## src/rtl/pim_seq_pkg.sv

```systemverilog
// rtl/pim_seq_pkg.sv - shared types and instruction field positions for the PIM sequencer
package pim_seq_pkg;

  typedef enum logic [2:0] {
    OP_EXEC    = 3'd0,
    OP_JMP     = 3'd1,
    OP_CALL    = 3'd2,
    OP_RET     = 3'd3,
    OP_LOOP    = 3'd4,
    OP_ENDLOOP = 3'd5,
    OP_WAIT    = 3'd6,
    OP_HALT    = 3'd7
  } op_e;

  typedef enum logic [2:0] {
    ST_IDLE      = 3'd0,
    ST_FETCH     = 3'd1,
    ST_DECODE    = 3'd2,
    ST_EXEC_WAIT = 3'd3,
    ST_WAIT_COND = 3'd4
  } state_e;

  localparam int OP_LSB  = 0;
  localparam int OP_MSB  = 2;
  localparam int SEL_LSB = 3;
  localparam int SEL_MSB = 5;
  localparam int ARG_LSB = 6;

  localparam logic [2:0] SEL_ALWAYS = 3'b111;

endpackage

```

## src/rtl/pim_ret_stack.sv

```systemverilog
// rtl/pim_ret_stack.sv - LIFO of return addresses for CALL/RET
module pim_ret_stack #(
  parameter int ADDR_W = 8,
  parameter int DEPTH  = 4
) (
  input  logic              clk,
  input  logic              rst,
  input  logic              push,
  input  logic              pop,
  input  logic [ADDR_W-1:0] push_data,
  output logic              full,
  output logic              empty,
  output logic [ADDR_W-1:0] top
);

  localparam int IDX_W = (DEPTH > 1) ? $clog2(DEPTH) : 1;
  localparam int CNT_W = $clog2(DEPTH + 1);
  localparam int SLOTS = 1 << IDX_W;
  localparam logic [CNT_W-1:0] FULL_CNT = CNT_W'(DEPTH);

  logic [ADDR_W-1:0] mem_q [SLOTS];
  logic [ADDR_W-1:0] mem_d [SLOTS];
  logic [CNT_W-1:0]  cnt_q, cnt_d;
  logic [IDX_W-1:0]  wr_idx, top_idx;

  // Entry count doubles as the write slot; the top sits one below it.
  assign wr_idx  = IDX_W'(cnt_q);
  assign top_idx = wr_idx - IDX_W'(1);
  assign full    = (cnt_q == FULL_CNT);
  assign empty   = (cnt_q == '0);
  assign top     = mem_q[top_idx];

  always_comb begin
    mem_d = mem_q;
    cnt_d = cnt_q;
    if (push && !full) begin
      mem_d[wr_idx] = push_data;
      cnt_d         = cnt_q + CNT_W'(1);
    end else if (pop && !empty) begin
      cnt_d = cnt_q - CNT_W'(1);
    end
  end

  always_ff @(posedge clk or posedge rst) begin
    if (rst) begin
      cnt_q <= '0;
      for (int i = 0; i < SLOTS; i++) mem_q[i] <= '0;
    end else begin
      cnt_q <= cnt_d;
      mem_q <= mem_d;
    end
  end

endmodule

```

## src/rtl/pim_sequencer.sv

```systemverilog
// rtl/pim_sequencer.sv - program sequencer: fetch, branch, call/return, loop, wait and EXEC hand-off
module pim_sequencer
  import pim_seq_pkg::*;
#(
  parameter int ADDR_W      = 8,
  parameter int STACK_DEPTH = 4,
  parameter int INSTR_W     = 6 + ADDR_W
) (
  input  logic               clk,
  input  logic               rst,
  input  logic               start,
  input  logic [ADDR_W-1:0]  start_addr,
  output logic               imem_en,
  output logic [ADDR_W-1:0]  imem_addr,
  input  logic [INSTR_W-1:0] imem_rdata,
  output logic [2:0]         cond_sel,
  input  logic               cond,
  output logic               exec_valid,
  output logic [INSTR_W-1:0] exec_instr,
  input  logic               exec_done,
  output logic               busy,
  output logic               done,
  output logic               error,
  output logic [ADDR_W-1:0]  pc
);

  state_e               state_q, state_d;
  logic [ADDR_W-1:0]    pc_q, pc_d, pc_inc;
  logic [ADDR_W-1:0]    loop_cnt_q, loop_cnt_d;
  logic [ADDR_W-1:0]    loop_start_q, loop_start_d;
  logic                 busy_q, busy_d;
  logic                 error_q, error_d;
  logic                 exec_valid_q, exec_valid_d;
  logic [INSTR_W-1:0]   exec_instr_q, exec_instr_d;
  logic [2:0]           wait_sel_q, wait_sel_d;

  op_e                  op;
  logic [2:0]           sel;
  logic [ADDR_W-1:0]    arg;
  logic                 push, pop;
  logic                 stk_full, stk_empty;
  logic [ADDR_W-1:0]    stk_top;

  assign op         = op_e'(imem_rdata[OP_MSB:OP_LSB]);
  assign sel        = imem_rdata[SEL_MSB:SEL_LSB];
  assign arg        = imem_rdata[INSTR_W-1:ARG_LSB];
  assign pc_inc     = pc_q + ADDR_W'(1);

  assign imem_addr  = pc_q;
  assign pc         = pc_q;
  assign busy       = busy_q;
  assign error      = error_q;
  assign exec_valid = exec_valid_q;
  assign exec_instr = exec_instr_q;

  pim_ret_stack #(
    .ADDR_W (ADDR_W),
    .DEPTH  (STACK_DEPTH)
  ) u_ret_stack (
    .clk       (clk),
    .rst       (rst),
    .push      (push),
    .pop       (pop),
    .push_data (pc_inc),
    .full      (stk_full),
    .empty     (stk_empty),
    .top       (stk_top)
  );

  always_comb begin
    state_d      = state_q;
    pc_d         = pc_q;
    busy_d       = busy_q;
    error_d      = error_q;
    exec_valid_d = exec_valid_q;
    exec_instr_d = exec_instr_q;
    wait_sel_d   = wait_sel_q;
    loop_cnt_d   = loop_cnt_q;
    loop_start_d = loop_start_q;
    push         = 1'b0;
    pop          = 1'b0;
    imem_en      = 1'b0;
    done         = 1'b0;
    cond_sel     = SEL_ALWAYS;

    case (state_q)
      ST_IDLE: begin
        if (start) begin
          pc_d    = start_addr;
          error_d = 1'b0;
          busy_d  = 1'b1;
          state_d = ST_FETCH;
        end
      end

      ST_FETCH: begin
        imem_en = 1'b1;
        state_d = ST_DECODE;
      end

      ST_DECODE: begin
        // Most opcodes fall through to pc+1 and refetch; the rest override below.
        cond_sel = sel;
        state_d  = ST_FETCH;
        pc_d     = pc_inc;
        case (op)
          OP_EXEC: begin
            exec_valid_d = 1'b1;
            exec_instr_d = imem_rdata;
            pc_d         = pc_q;
            state_d      = ST_EXEC_WAIT;
          end
          OP_JMP: begin
            if (cond) pc_d = arg;
          end
          OP_CALL: begin
            if (cond) begin
              if (stk_full) begin
                pc_d    = pc_q;
                error_d = 1'b1;
                done    = 1'b1;
                busy_d  = 1'b0;
                state_d = ST_IDLE;
              end else begin
                push = 1'b1;
                pc_d = arg;
              end
            end
          end
          OP_RET: begin
            if (cond) begin
              if (stk_empty) begin
                pc_d    = pc_q;
                error_d = 1'b1;
                done    = 1'b1;
                busy_d  = 1'b0;
                state_d = ST_IDLE;
              end else begin
                pop  = 1'b1;
                pc_d = stk_top;
              end
            end
          end
          OP_LOOP: begin
            loop_cnt_d   = (arg == '0) ? ADDR_W'(1) : arg;
            loop_start_d = pc_inc;
          end
          OP_ENDLOOP: begin
            if (loop_cnt_q > ADDR_W'(1)) begin
              loop_cnt_d = loop_cnt_q - ADDR_W'(1);
              pc_d       = loop_start_q;
            end else begin
              loop_cnt_d = '0;
            end
          end
          OP_WAIT: begin
            pc_d       = pc_q;
            wait_sel_d = sel;
            state_d    = ST_WAIT_COND;
          end
          OP_HALT: begin
            pc_d    = pc_q;
            done    = 1'b1;
            busy_d  = 1'b0;
            state_d = ST_IDLE;
          end
          default: ;
        endcase
      end

      ST_EXEC_WAIT: begin
        if (exec_done) begin
          exec_valid_d = 1'b0;
          pc_d         = pc_inc;
          state_d      = ST_FETCH;
        end
      end

      ST_WAIT_COND: begin
        cond_sel = wait_sel_q;
        if (cond) begin
          pc_d    = pc_inc;
          state_d = ST_FETCH;
        end
      end

      default: begin
        state_d = ST_IDLE;
      end
    endcase
  end

  always_ff @(posedge clk or posedge rst) begin
    if (rst) begin
      state_q      <= ST_IDLE;
      pc_q         <= '0;
      busy_q       <= 1'b0;
      error_q      <= 1'b0;
      exec_valid_q <= 1'b0;
      exec_instr_q <= '0;
      wait_sel_q   <= SEL_ALWAYS;
      loop_cnt_q   <= '0;
      loop_start_q <= '0;
    end else begin
      state_q      <= state_d;
      pc_q         <= pc_d;
      busy_q       <= busy_d;
      error_q      <= error_d;
      exec_valid_q <= exec_valid_d;
      exec_instr_q <= exec_instr_d;
      wait_sel_q   <= wait_sel_d;
      loop_cnt_q   <= loop_cnt_d;
      loop_start_q <= loop_start_d;
    end
  end

endmodule

```

## config.mk

```make
export PLATFORM = sky130hd
export DESIGN_NAME = pim_sequencer
export DESIGN_NICKNAME = d
export VERILOG_FILES = /design/src/rtl/pim_seq_pkg.sv /design/src/rtl/pim_ret_stack.sv /design/src/rtl/pim_sequencer.sv
export SDC_FILE = /design/constraint.sdc
export NUM_CORES = 1
export LEC_CHECK = 0
export ABC_AREA = 1
export BUFFER_PORTS_ARGS = -buffer_cell sky130_fd_sc_hd__buf_2
export CORE_MARGIN = 5
export CORE_UTILIZATION = 35
export DETAILED_ROUTE_END_ITERATION = 7
export PLACE_DENSITY_LB_ADDON = 0.12
export SYNTH_ARGS = -nofsm -noshare
export SYNTH_HDL_FRONTEND = slang
export SYNTH_SLANG_ARGS = --single-unit
```

## constraint.sdc

```tcl
create_clock -name clk -period 5 [get_ports clk]
set_clock_uncertainty 0.2 [all_clocks]
set_input_delay 0.75 -clock clk [delete_from_list [all_inputs] [get_ports clk]]
set_output_delay 0.75 -clock clk [all_outputs]
set_load 0.05 [all_outputs]
```

==> flow_summary.yaml, run 1 <==
run_status:
  status: "finished clean"
placed_design:
  dpl.cell_count: 840
  place.gp.congestion: 0.9441
  port_buffers: 64
  dp_hpwl_mm: 9.608
power_and_ir_drop:
  p_leak_uw: 0.002700
  power_frac_clock: 0.197
  switching_share: 0.5029
  powerDensity_nw_per_um2: 697.8
  p_int_uw: 1859
  netSwitchingPower_uw: 1880
  combPwrFrac: 0.498
  seq_power_share: 0.304
  peakVddDrop_v: 0.0004210
finish:
  syn_to_final_growth_pct: 15.91
  fin_nets: 710
  final_cell_mix: "nand2_1 (192), dfrtp_1 (79), inv_1 (65)"
  layoutNonFillerInstCount: 856
  drive_gt1_frac: 0.1706
  diodes: 0
  n_fill_cell: 1339
  layout_commonest_cell: "nand2_1"
  finish.utilization: 0.4095
floorplanning:
  die_w_um: 124.9
  dieArea_um2: 15610
  num_rows: 42
  ioPinCount: 65
  initial_core_util: 0.3533
  die_h_um: 124.9
  core_um2: 13090
synthesis:
  yosys_warnings: 0
  syn-cell-area_um2: 4623
  synth_fp_nets: 659
  synth_compound_area_frac: 0.1313
  syn_inst: 624
  synthSimpleGateAreaFrac: 0.2874
  synth_xor_xnor_area_share: 0.01867
  synth.area.mux_share: 0.004871
  synth_seq_cells: 82
  synth_top_family_by_area: "simple AND/OR/NAND/NOR gates"
  yosys.area_share.adder: 0.02327
  avgSynthCellArea_um2: 7.409
  synth_seq_area_share: 0.4447
  synth_cell_types: 36
clocking:
  clk_pin_slew_ns: 0.06
  cts_resized: 0
  cts_sinks: 82
  root_buffer: "clkbuf_16"
  htree_levels: 3
  tritoncts: "done"
  ctsHoldBuffers: 0
  clock_tree.buffer_depth: 2
  clock_latency_ns: 0.35
  post-cts-setup-buffers: 0
  cts_made_buffers: 9
setup_path:
  max_stage_delay_ns: 0.65
  critPathKind: "register to output port"
  crit_arrival_ns: 2.71
  cpLargestDelayFamily: "buffers and inverters"
  r2r-start: "u_ret_stack.cnt_q[0]"
  worst_setup_path_end_kind: "output port"
  start_kind: "register"
  crit_chain: "inv_1, ha_1, nand2_1, nand2_4, nand2_1, inv_1, nand3_1, nor2_1, buf_2"
  worst-path-stages: 9
  crit_start: "u_ret_stack.cnt_q[0]"
  crit_buf_inv: 3
  cp.required_ns: 4.05
  reg2reg_depth: 10
  crit_fanout: 23
  cp_slowest_cell: "dfrtp_1"
sta:
  setup_viol: 0
  hold_violations: 0
  tightest_slew_ns: 0.9733
  period_minus_slack_ns: 3.662
  drv_slew: 0
  max_freq_mhz: 273.1
  fin_crit_sh: 0.7324
  rsz0062_at_grt: "false"
  whs_ns: 0.2705
  slew_headroom: 0.3512
  finalSetupTns_ns: 0
route:
  wire_per_inst_um: 15.08
  vias: 4132
  wirelength_mm: 12.91
  drcViolationCount: 0
  viasPerCell: 4.827
  dr.pass1.iters: 4
  drt_iter0_markers: 216
  ant_nets: 0
global_route:
  grt_antenna_before_repair: 0
  globalRouteOverflowTotal: 0
  grt_pass1_vias: 4207
  gr-usage-all-layers: 0.1723
  grt_max_degree: 55
  grt_pass1_wl_mm: 21.67
hold_path:
  hp-start: "wait_sel_q[2]"
  hold_depth: 2
  hold_path.class: "register to register"
flow_run:
  max-cap-violations: 0
[path summary, 6_finish.rpt]
kind                                         endpoint  slack [ns]
max in group asynchronous               wait_sel_q[1]        3.26
worst max-delay path                             done        1.34
worst max register to register   u_ret_stack.cnt_q[2]        1.87
min in group asynchronous       u_ret_stack.mem_q[23]        0.38
worst min-delay path                    wait_sel_q[2]        0.27
worst min register to register          wait_sel_q[2]        0.27
[routing by layer]
metal | GRT usage | vias to the layer above | routed length (µm)
met1 | 0.2400 | 1968 | 6341
li1 | - | 2087 | -
met3 | 0.03326 | 19 | 369
met5 | 0 | - | 0
met4 | 0.07143 | 0 | 283
met2 | 0.2643 | 58 | 5918
[power by group through the flow]
stage	clock network [µW]	registers, µW	logic, µW
after detailed placement	0	1140	1870
after global routing	777	1170	2070
after CTS	749	1140	1870
after global placement	0	1140	1860
final	738	1140	1860
after floorplan	0	1420	1160
[cell type report]
| type | instances | area [µm²] | share of cell area |
|---|---|---|---|
| timing repair buffer | 65 | 327.8 | 0.06117 |
| sequential | 82 | 2056 | 0.3836 |
| tap | 176 | 220.2 | 0.04109 |
| multi-input combinational | 444 | 2152 | 0.4016 |
| clock inverter | 6 | 88.84 | 0.01658 |
| clock buffer | 10 | 239.0 | 0.04459 |
| inverter | 73 | 275.3 | 0.05137 |
[metrics by stage]
stage                     area, µm²  setup slack (ns)  power, µW
after CTS                      5359             1.315       3760
after global routing           5359             1.061       4021
after floorplan                4623             1.947       2582
final                          5359             1.338       3739
after detailed placement       5031             1.704       3010
after global placement         5031             1.771       3000
[logic make-up (layout without fill, tap and decap cells)]
logic type,after synthesis,after routing
flops,82,82
buf+inv,98,154
compound gates,115,115
mux,2,2
simple gates,310,310
xor+xnor,9,9
fa+ha+maj,8,8
[worst register-to-register path: cells and delay by family (launching register included)]
family                   cells  cell delay, ns
XOR/XNOR                     2            0.30
buffers and inverters        2            0.50
AND/OR/NAND/NOR              4            0.39
flip-flops                   1            0.80
adder cells (fa/ha/maj)      2            0.80
[sequential cells by signal, indices dropped and copies added, names as in the netlist]
| signal | count |
|---|---|
| exec_instr | 14 |
| loop_start_q | 8 |
| loop_cnt_q | 8 |
| state_q | 3 |
| wait_sel_q | 3 |
| exec_valid | 1 |
| error | 1 |
| imem_addr | 8 |
| busy | 1 |
| u_ret_stack.mem_q | 32 |
| u_ret_stack.cnt_q | 3 |
[cells in the mapped netlist]
master / instances / area share
inv_1: 66 / 0.054
nand2_2: 8 / 0.011
a22oi_1: 1 / 0.0016
mux2_2: 1 / 0.0024
o21ai_1: 29 / 0.031
o31ai_1: 1 / 0.0016
nor2_8: 1 / 0.0043
mux2_1: 1 / 0.0024
xor2_1: 7 / 0.013
nor3_1: 2 / 0.0022
nor2_4: 3 / 0.0073
dfrtp_1: 79 / 0.43
a22o_1: 1 / 0.0019
nor2_2: 5 / 0.0068
nor3_4: 1 / 0.0035
xnor2_1: 1 / 0.0019
nand3_1: 48 / 0.052
dfstp_2: 3 / 0.017
nand2_4: 1 / 0.0024
o211ai_1: 4 / 0.0065
o22ai_1: 3 / 0.0041
a21oi_2: 2 / 0.0038
ha_1: 7 / 0.019
xnor2_2: 1 / 0.0035
buf_4: 9 / 0.015
nand4_1: 2 / 0.0027
a21oi_1: 17 / 0.018
inv_2: 7 / 0.0057
o21ai_0: 56 / 0.061
fa_1: 1 / 0.0043
buf_2: 11 / 0.012
nand2_1: 192 / 0.16
nor3_2: 1 / 0.0022
nor2_1: 46 / 0.037
clkbuf_1: 5 / 0.0041
a31oi_1: 1 / 0.0014
No activity file was read; power rests on OpenSTA's default activity.
==> run 2: changes to the inputs <==
==> constraint.sdc (replaced) <==
create_clock -name clk -period 3 [get_ports clk]
set_clock_uncertainty 0.2 [all_clocks]
set_input_delay 0.45 -clock clk [delete_from_list [all_inputs] [get_ports clk]]
set_output_delay 0.45 -clock clk [all_outputs]
set_load 0.05 [all_outputs]
==> run 2 against run 1 <==
Against the previous run:
- critical path depth increased by 2
- register-to-register slack lost 1.2 ns
- hold slack lost 0.24 ns
- sequential power rose by 61%
- combinational power increased by 76%
- critical path type unchanged
- largest cell class unchanged
- largest power group unchanged
==> flow_summary.yaml, run 2 (synthesis gave the netlist of run 1 again) <==
run_status:
  status: "finished clean"
route:
  vias: 4143
  drcViolationCount: 0
  wirelength_mm: 13.09
  drt_iter0_markers: 182
  ant_nets: 0
  viasPerCell: 4.801
  dr.pass1.iters: 4
  wire_per_inst_um: 15.17
power_and_ir_drop:
  powerDensity_nw_per_um2: 1181
  seq_power_share: 0.285
  combPwrFrac: 0.507
  netSwitchingPower_uw: 3145
  p_int_uw: 3306
  power.total_uw: 6451
  peakVddDrop_v: 0.0006649
  p_leak_uw: 0.002758
  power_frac_clock: 0.208
  switching_share: 0.4876
global_route:
  grt_pass1_vias: 4187
  globalRouteOverflowTotal: 0
  gr-usage-all-layers: 0.1773
  grt_pass1_wl_mm: 22.14
  grt_antenna_before_repair: 0
  grt_max_degree: 45
finish:
  fin_nets: 718
  layout_commonest_cell: "nand2_1"
  diodes: 0
  top_register: "u_ret_stack.mem_q"
  drive_gt1_frac: 0.1776
  layoutNonFillerInstCount: 863
  largest_register_ffs: 32
  syn_to_final_growth_pct: 18.11
  final_cell_mix: "nand2_1 (192), dfrtp_1 (79), inv_1 (65)"
  n_fill_cell: 1399
floorplanning:
  die_w_um: 124.9
  ioPinCount: 65
  num_rows: 42
  die_h_um: 124.9
  core_um2: 13090
  initial_core_util: 0.3533
  dieArea_um2: 15610
setup_path:
  worst_setup_path_end_kind: "output port"
  r2r-end: "u_ret_stack.cnt_q[2]"
  r2r-start: "state_q[2]"
  reg2reg_depth: 12
  rrSetupSlack_ns: 0.65
  cpLargestDelayFamily: "buffers and inverters"
  cp_slowest_cell: "dfrtp_1"
  crit_buf_inv: 4
  max_stage_delay_ns: 0.41
  crit_arrival_ns: 2.06
  cp.required_ns: 2.35
  crit_chain: "inv_2, nand2_2, nor2_4, inv_2, nor2_4, nand2_4, nand2_1, inv_1, nand3_1, nor2_1, buf_2"
  critPathKind: "register to output port"
  crit_fanout: 12
  start_kind: "register"
placed_design:
  port_buffers: 64
  place.gp.congestion: 0.8621
  dp_slack_ns: 0.5635
  dpl.cell_count: 848
  dp_hpwl_mm: 9.752
sta:
  rsz0062_at_grt: "false"
  drv_slew: 0
  setup_viol: 0
  max_freq_mhz: 368.7
  hold_violations: 0
  tightest_slew_ns: 0.7954
  finalSetupTns_ns: 0
  slew_headroom: 0.4691
  fin_crit_sh: 0.9041
  period_minus_slack_ns: 2.712
  whs_ns: 0.02961
  worst_slack_ns: 0.2877
clocking:
  htree_levels: 3
  clk_pin_slew_ns: 0.06
  ctsHoldBuffers: 0
  root_buffer: "clkbuf_16"
  cts_resized: 0
  tritoncts: "done"
  clock_tree.buffer_depth: 2
  cts_sinks: 82
  clock_latency_ns: 0.35
  post-cts-setup-buffers: 0
  cts_made_buffers: 9
flow_run:
  max-cap-violations: 0
hold_path:
  hold_path.class: "primary input to asynchronous set/reset pin"
==> run 2: changes by cell type in the layout (fill, tap and decap cells not counted), sizes merged <==
cell      delta
bufinv       +2
buf          +8
clkinvlp     -1
inv          -1
clkinv       -1
==> run 2: metrics by stage <==
stage / cell area (µm²) / utilization
2_1_floorplan: 4623 / -
3_5_place_dp: 5104 / 0.3900
5_1_grt: 5460 / 0.4173
6_report: 5460 / 0.4173
4_1_cts: 5460 / 0.4173
3_3_place_gp: 5104 / 0.3900
==> run 2: final cells by class <==
class | count | area (µm²) | area share
multi-input cells | 444 | 2152 | 0.3941
clock buffers | 10 | 229.0 | 0.04193
clock inverters | 5 | 127.6 | 0.02337
well taps | 176 | 220.2 | 0.04033
repair buffers | 73 | 400.4 | 0.07333
flip-flops and latches | 82 | 2056 | 0.3765
inverters | 73 | 275.3 | 0.05041
==> run 2: metal layers <==
metal / share of wire / GRT usage / vias up
li1: - / - / 2102
met1: 0.49 / 0.2469 / 1950
met2: 0.46 / 0.2850 / 75
met3: 0.030 / 0.02516 / 16
met4: 0.017 / 0.06122 / 0
met5: 0 / 0 / -
==> run 2: how the worst max path moves through the flow <==
stage | from | endpoint | slack [ns] | depth (start not counted)
final | state_q[2] | done | 0.29 | 11
after global routing | state_q[2] | done | 0.08 | 11
after CTS | state_q[2] | done | 0.25 | 11
after detailed placement | cond | done | 0.56 | 8
after global placement | cond | done | 0.59 | 8
after floorplan | rst | busy | 0.25 | 1
==> run 2: power groups by stage <==
stage	registers (µW)	clock network [µW]	logic (µW)
after floorplan	2370	0	1930
after global placement	1840	0	3270
after detailed placement	1850	0	3290
after CTS	1840	1370	3300
after global routing	1910	1420	3630
final	1840	1340	3270
==> run 3: changes to the inputs <==
==> constraint.sdc (replaced) <==
create_clock -name clk -period 2.2 [get_ports clk]
set_clock_uncertainty 0.2 [all_clocks]
set_input_delay 0.33 -clock clk [delete_from_list [all_inputs] [get_ports clk]]
set_output_delay 0.33 -clock clk [all_outputs]
set_load 0.05 [all_outputs]
==> run 3 against run 2 <==
Against the previous run:
- the flow now finishes with violations (negative setup slack)
- die area unchanged
- first-iteration DRC count increased by 34%
- count of clock-buffer cells in the layout unchanged
- critical endpoint unchanged
- largest cell class unchanged
==> flow_summary.yaml, run 3 (synthesis gave the netlist of run 1 again) <==
setup_path:
  reg2reg_depth: 12
  start_kind: "register"
  crit_start: "state_q[2]"
  crit_arrival_ns: 1.72
  cp_slowest_cell: "dfrtp_1"
  cp.required_ns: 1.67
  r2r-start: "state_q[2]"
  cpLargestDelayFamily: "buffers and inverters"
  rrSetupSlack_ns: 0.05
  crit_fanout: 4
  max_stage_delay_ns: 0.39
  critPathMostFrequentCell: "inv_2"
  worst_setup_path_end_kind: "output port"
  crit_buf_inv: 5
  critPathKind: "register to output port"
  crit_chain: "inv_2, nand2_4, nor2_4, inv_2, buf_12, o31ai_4, inv_2, nand3_4, nor2_4, buf_8"
  r2r-end: "u_ret_stack.cnt_q[2]"
finish:
  top_register: "u_ret_stack.mem_q"
  final_cell_mix: "nand2_1 (189), dfrtp_1 (79), buf_2 (60)"
  drive_gt1_frac: 0.2473
  layoutNonFillerInstCount: 904
  largest_register_ffs: 32
  fin_nets: 758
  diodes: 0
  layout_commonest_cell: "nand2_1"
  syn_to_final_growth_pct: 26.63
sta:
  drv_slew: 0
  hold_violations: 0
  setup_viol: 3
  rsz0062_at_grt: "true"
  whs_ns: 0.02828
  max_freq_mhz: 444.4
  slew_headroom: 0.6906
  worst_slack_ns: -0.05025
  tightest_slew_ns: 0.4637
  fin_crit_sh: 1.023
  period_minus_slack_ns: 2.250
power_and_ir_drop:
  netSwitchingPower_uw: 4444
  peakVddDrop_v: 0.001109
  p_int_uw: 4689
  p_leak_uw: 0.002949
  combPwrFrac: 0.549
  seq_power_share: 0.273
  switching_share: 0.4866
  power_frac_clock: 0.178
  power.total_uw: 9133
  powerDensity_nw_per_um2: 1560
route:
  wl_met3_um: 584
  drt_iter0_markers: 243
  drt-met1-wl_mm: 6.404
  viasPerCell: 4.735
  wire_per_inst_um: 14.92
  wirelength_mm: 13.49
  met2_length_mm: 6.334
  vias: 4280
  dr.pass1.iters: 4
  ant_nets: 0
  drcViolationCount: 0
  dr.max_layer_used: "met4"
hold_path:
  hold-path-endpoint: "exec_instr[3]"
  hold_path.class: "primary input to register"
  hold_depth: 3
  hp-start: "imem_rdata[3]"
clocking:
  cts_sinks: 82
  root_buffer: "clkbuf_16"
  clk_pin_slew_ns: 0.06
  htree_levels: 3
  clock_latency_ns: 0.35
  cts_made_buffers: 9
  tritoncts: "done"
  clock_tree.buffer_depth: 2
floorplanning:
  num_rows: 42
  dieArea_um2: 15610
  die_w_um: 124.9
  core_um2: 13090
  ioPinCount: 65
  die_h_um: 124.9
  initial_core_util: 0.3533
placed_design:
  dp_hpwl_mm: 9.911
  dpl.cell_count: 872
  place.gp.congestion: 0.9141
  port_buffers: 64
run_status:
  failed_checks: "negative setup slack"
  status: "finished with violations"
global_route:
  grt_pass1_vias: 4264
  globalRouteOverflowTotal: 0
  grt_pass1_wl_mm: 22.25
  grt_max_degree: 83
  gr-usage-all-layers: 0.1764
  grt_antenna_before_repair: 0
flow_run:
  max-cap-violations: 0
-- run 3: worst reg2reg max path, stage by stage (launching register included) --
cell and delay (ns):
dfrtp_1 0.39, inv_2 0.08, nand2_4 0.05, nor2_4 0.12
inv_2 0.07, nor2_4 0.14, nand2_4 0.09, nor2_8 0.12
inv_2 0.04, fa_2 0.32, xor2_1 0.16, nand2_1 0.08
xor2_1 0.15
-- run 3: area by class of cell --
class                      instances  area [µm²]
clock buffer                      10       229.0
multi-input combinational        444        2237
timing repair buffer             113       743.2
inverter                          73       277.8
sequential                        82        2056
clock inverter                     6       91.34
tap                              176       220.2
fill                            1338        7231
-- run 3: repair_timing --
action | 4_1_cts | 5_1_grt
setup buffers | 11 | 4
gates resized for setup | 11 | 21
pin swaps | 4 | 8
hold buffers | 2 | 0
setup endpoints to repair | 4 | 10
cloned | 0 | 0
hold endpoints to repair | 80 | 0
-- run 3: how the worst max path moves through the flow --
stage | end | slack, ns | depth (start not counted)
after global placement | u_ret_stack.cnt_q[2] | 0.01 | 11
after global routing | done | -0.14 | 7
after CTS | done | -0.05 | 10
after detailed placement | u_ret_stack.cnt_q[2] | -0.06 | 12
final | done | -0.05 | 10
after floorplan | cond_sel[2] | -0.03 | 6
-- run 3: per-layer routing --
metal  track usage  vias up
met3       0.03838       12
li1              -     2185
met4       0.05548        0
met1        0.2412     2003
met2        0.2812       80
met5             0        -
-- run 3: power by group through the flow --
stage	Clock, µW	Sequential (µW)	Combinational [µW]
final	1630	2490	5010
after global routing	1750	2580	5470
after CTS	1700	2490	4940
after detailed placement	0	2520	4740
after global placement	0	2500	4730
after floorplan	0	3240	2710
-- run 3: per-stage QoR --
stage / setup TNS, ns / cell area [µm²] / utilization / setup slack (ns)
2_1_floorplan: -0.03142 / 4672 / - / -0.03142
3_3_place_gp: 0 / 5319 / 0.4065 / 0.01089
3_5_place_dp: -0.06482 / 5319 / 0.4065 / -0.06482
4_1_cts: -0.09240 / 5777 / 0.4415 / -0.05424
5_1_grt: -0.4926 / 5854 / 0.4474 / -0.1412
6_report: -0.08937 / 5854 / 0.4474 / -0.05025
